[src/rtl/clk_freq_meter_pkg.sv]
// Shared types and default sizing for the clock frequency meter.
package clk_freq_meter_pkg;

  typedef enum logic [1:0] {
    IDLE = 2'd0,
    GATE = 2'd1,
    DONE = 2'd2
  } fm_state_t;

  localparam int GATE_CYCLES_DEF = 1000;
  localparam int CNT_W_DEF       = 16;

endpackage

[src/rtl/sync_2ff.sv]
// Generic two-flop synchroniser for a single asynchronous bit, reset to 0.
module sync_2ff (
  input  logic clk,
  input  logic rst_n,
  input  logic d,
  output logic q
);

  logic r_s1;

  always_ff @(posedge clk or negedge rst_n) begin
    if (!rst_n) begin
      r_s1 <= 1'b0;
      q    <= 1'b0;
    end else begin
      r_s1 <= d;
      q    <= r_s1;
    end
  end

endmodule

[src/rtl/clk_freq_meter.sv]
// Counts rising edges of an asynchronous clock over a fixed window of clk cycles.
// Define CLK_FREQ_METER_CONT_EN for back-to-back windows after a single start.
module clk_freq_meter
  import clk_freq_meter_pkg::*;
#(
  parameter int GATE_CYCLES = GATE_CYCLES_DEF,
  parameter int CNT_W       = CNT_W_DEF
) (
  input  logic             clk,
  input  logic             rst_n,
  input  logic             start,
  input  logic             meas_clk,
  output logic             busy,
  output logic             done,
  output logic [CNT_W-1:0] count,
  output logic             overflow
);

  localparam int               GW        = (GATE_CYCLES > 1) ? $clog2(GATE_CYCLES) : 1;
  localparam logic [GW-1:0]    GATE_LAST = GW'(GATE_CYCLES - 1);
  localparam logic [CNT_W-1:0] CNT_MAX   = '1;

  fm_state_t        r_state;
  logic [GW-1:0]    r_gate_cnt;
  logic [CNT_W-1:0] r_edge_cnt;
  logic             r_ovf_int;
  logic             r_s3;
  logic             w_s2;
  logic             w_edge;
  logic [CNT_W-1:0] w_edge_cnt_nxt;
  logic             w_ovf_nxt;

  sync_2ff u_sync (
    .clk   (clk),
    .rst_n (rst_n),
    .d     (meas_clk),
    .q     (w_s2)
  );

  always_ff @(posedge clk or negedge rst_n) begin
    if (!rst_n) r_s3 <= 1'b0;
    else        r_s3 <= w_s2;
  end

  assign w_edge = w_s2 & ~r_s3;

  // Saturating edge count including the current cycle, so the final gate cycle is captured.
  always_comb begin
    w_edge_cnt_nxt = r_edge_cnt;
    w_ovf_nxt      = r_ovf_int;
    if (w_edge) begin
      if (r_edge_cnt == CNT_MAX) w_ovf_nxt = 1'b1;
      else                       w_edge_cnt_nxt = r_edge_cnt + 1'b1;
    end
  end

  always_ff @(posedge clk or negedge rst_n) begin
    if (!rst_n) begin
      r_state    <= IDLE;
      r_gate_cnt <= '0;
      r_edge_cnt <= '0;
      r_ovf_int  <= 1'b0;
      busy       <= 1'b0;
      done       <= 1'b0;
      count      <= '0;
      overflow   <= 1'b0;
    end else begin
      done <= 1'b0;
      case (r_state)
        IDLE: begin
          if (start) begin
            r_state    <= GATE;
            r_gate_cnt <= '0;
            r_edge_cnt <= '0;
            r_ovf_int  <= 1'b0;
            busy       <= 1'b1;
          end
        end
        GATE: begin
          r_gate_cnt <= r_gate_cnt + 1'b1;
          r_edge_cnt <= w_edge_cnt_nxt;
          r_ovf_int  <= w_ovf_nxt;
          if (r_gate_cnt == GATE_LAST) begin
            r_state  <= DONE;
            done     <= 1'b1;
            count    <= w_edge_cnt_nxt;
            overflow <= w_ovf_nxt;
          end
        end
        DONE: begin
`ifdef CLK_FREQ_METER_CONT_EN
          r_state    <= GATE;
          r_gate_cnt <= '0;
          r_edge_cnt <= '0;
          r_ovf_int  <= 1'b0;
`else
          r_state <= IDLE;
          busy    <= 1'b0;
`endif
        end
        default: begin
          r_state <= IDLE;
          busy    <= 1'b0;
        end
      endcase
    end
  end

endmodule
[config.mk]
export PLATFORM = sky130hd
export DESIGN_NAME = clk_freq_meter
export DESIGN_NICKNAME = d
export VERILOG_FILES = /design/src/rtl/clk_freq_meter_pkg.sv /design/src/rtl/sync_2ff.sv /design/src/rtl/clk_freq_meter.sv
export SDC_FILE = /design/constraint.sdc
export NUM_CORES = 1
export LEC_CHECK = 0
export CAP_MARGIN = 10
export CORE_UTILIZATION = 50
export CTS_BUF_LIST = sky130_fd_sc_hd__clkbuf_8 sky130_fd_sc_hd__clkbuf_16
export DETAILED_ROUTE_END_ITERATION = 8
export MAX_ROUTING_LAYER = met4
export PLACE_DENSITY_LB_ADDON = 0.05
export SKIP_CTS_REPAIR_TIMING = 1
export SLEW_MARGIN = 20
export SYNTH_ARGS = -nofsm -noshare
export SYNTH_HDL_FRONTEND = slang
export SYNTH_SLANG_ARGS = --single-unit
[constraint.sdc]
create_clock -name clk -period 3.52 [get_ports clk]
set_input_delay 0.704 -clock clk [delete_from_list [all_inputs] [get_ports clk]]
set_output_delay 0.704 -clock clk [all_outputs]
set_load 0.05 [all_outputs]
==> flow_summary.yaml <==
run_status:
  status: "completed"
sta:
  fin_ws_ns: 1.08
  post-route-period-util: 0.692
  relSlewSlack: 0.376
  tightest_slew_ns: 0.929
  fmaxAchievable_mhz: 410
  period_needed_ns: 2.44
  finalMaxSlewViolations: 0
  tns_ns: 0
  hold_violations: 0
  setup_viol: 0
  rsz0062_at_grt: "no"
  clock-skew-final_ns: 0.00706
cells_and_area:
  area_growth_pct: 9.91
  final_core_utilization: 0.585
  antenna_cells: 0
  layout_common_cells: "51 x dfrtp_1, 33 x nand2_1, 28 x nand3_1, 22 x o21ai_0, 21 x clkdlybuf4s50_1"
  final_common_cell: "dfrtp_1"
  design_area_sq_mm: 0.00307
  layout.nets: 304
  drive_above_1_share: 0.0769
clock_tree:
  clock-sinks: 51
  cts_tree: "yes"
  cts_buffer_depth: 2
  htreeDepth: 2
  cts-buffers-inserted: 5
  root_buffer: "clkbuf_8"
  clkTransAtPathRegs_ns: 0.10
  clk_latency_ns: 0.31
power:
  leakagePower_nw: 1.22
  vdd_drop_max_v: 0.000249
  power.density_mw_per_mm2: 394
  total_power_mw: 1.21
floorplan:
  core_sq_mm: 0.00524
  ios: 23
  die_h_microns: 76.7
  dieArea_sq_mm: 0.00588
  initial_core_util: 0.532
  die_w_microns: 76.7
  rows: 26
yosys:
  ys.flop_type: "dfrtp_1"
  yosysSeqAreaShare: 0.458
  syn_area_sq_mm: 0.00279
  synth.distinct_cells: 54
  synth_fp_nets: 298
  yosys_warnings: 0
  async_reset_ff_frac: 1.00
  synth_cells: 292
  syn_area_per_cell_sq_um: 9.55
  synth-edff-count: 0
  ys_seq_elements: 51
worst_hold_path:
  hold_class: "flip-flop to flip-flop"
setup_path:
  cp-end-kind: "flip-flop"
  path_class: "flip-flop to flip-flop"
  critPathArrivalTime_ns: 2.66
  crit_required_ns: 3.74
  worstSetupStartpointType: "flip-flop"
  cp_max_fo: 22
global_routing:
  grt_max_degree: 33
  antenna_found_initial: 0
  grt_pass1_vias: 2198
  grtUsageTotal: 0.239
  overflow: 0
  grt_pass1_wl_mm: 10.8
placed_design:
  placed_area_sq_mm: 0.00297
  io_buffers: 22
  gp_congestion: 0.823
  hpwl_mm: 4.12
  dp_slack_ns: 1.15
route:
  wl_per_cell_microns: 16.8
  drcViolationCount: 0
  drt_wl_total_mm: 6.20
  avgViaCountPerCell: 6.30
  drt_iter0_drc: 228
  final_antenna_net_count: 0
  vias: 2325
  firstDrtPassIters: 7
job:
  cap_violations: 0
## cell usage after synthesis, types with 7 or more instances
master,number,share of area
or4_1,9,0.024
a31oi_1,8,0.018
buf_2,10,0.018
o211ai_1,12,0.032
nand3_1,28,0.050
nor2_1,8,0.011
and4_1,7,0.022
a41oi_1,8,0.025
clkbuf_1,9,0.012
o21ai_0,22,0.039
nand4_1,11,0.025
dfrtp_1,51,0.46
and3_1,8,0.018
nand2_1,33,0.044
## critical path: stages (launching register included)
cell     delay, ns
dfrtp_1       0.48
ha_1          0.29
nand4_1       0.27
nor4_4        0.84
o21ai_0       0.23
a31oi_1       0.23
## layout make-up
class                      count  area [sq um]
timing repair buffer          23           223
inverter                       3          11.3
sequential                    51          1280
fill                         464          2170
clock inverter                 3          23.8
tap                           70          87.6
clock buffer                   5          68.8
multi-input combinational    214          1380
## logic make-up after synthesis
group                      after synthesis  share of synthesized area
AOI/OAI and AO/OA                       78                      0.192
adders and majority gates                2                    0.00897
buffers and inverters                   27                     0.0493
DFF                                     51                      0.458
muxes                                    2                    0.00718
and+or+nand+nor                        132                      0.285
## through the flow
step | cells | hold slack [ns]
6_report | 369 | 0.369
3_5_place_dp | 361 | 0.341
4_1_cts | 369 | 0.372
5_1_grt | 369 | 0.376
3_3_place_gp | 361 | 0.335
2_1_floorplan | 292 | 0.331
## state kept, by name, indices dropped and copies added, names as in the netlist
register     cells
r_s3             1
overflow         1
r_ovf_int        1
u_sync.r_s1      1
done             1
r_gate_cnt      10
r_state          2
r_edge_cnt      16
count           16
u_sync.q         1
busy             1
## path summary, 6_finish.rpt
| path | end | start | depth (start not counted) | slack, ns |
|---|---|---|---|---|
| setup / recovery | r_edge_cnt[2] | r_edge_cnt[0] | 5 | 1.08 |
| hold / removal | u_sync.q | u_sync.r_s1 | 0 | 0.37 |
| setup reg to reg | r_edge_cnt[2] | r_edge_cnt[0] | 5 | 1.08 |
| hold reg to reg | u_sync.q | u_sync.r_s1 | 0 | 0.37 |
| max in group asynchronous | r_edge_cnt[12] | rst_n | 2 | 2.35 |
| min in group asynchronous | r_gate_cnt[5] | rst_n | 1 | 0.44 |
## routing by layer
metal / up-vias / wire length, microns / share of wire / global-route usage
met4: 0 / 111 / 0.018 / 0.0769
li1: 1136 / - / - / -
met5: - / 0 / 0 / -
met3: 9 / 220 / 0.036 / 0.0393
met2: 56 / 2820 / 0.45 / 0.351
met1: 1124 / 3050 / 0.49 / 0.337
## power breakdown
group,internal (mW),switching [mW],leakage [nW],total (mW)
clock network,0.143,0.209,0.0408,0.351
logic,0.0573,0.0767,0.556,0.134
registers,0.627,0.0950,0.622,0.722
(Power assumes the default switching activity.)
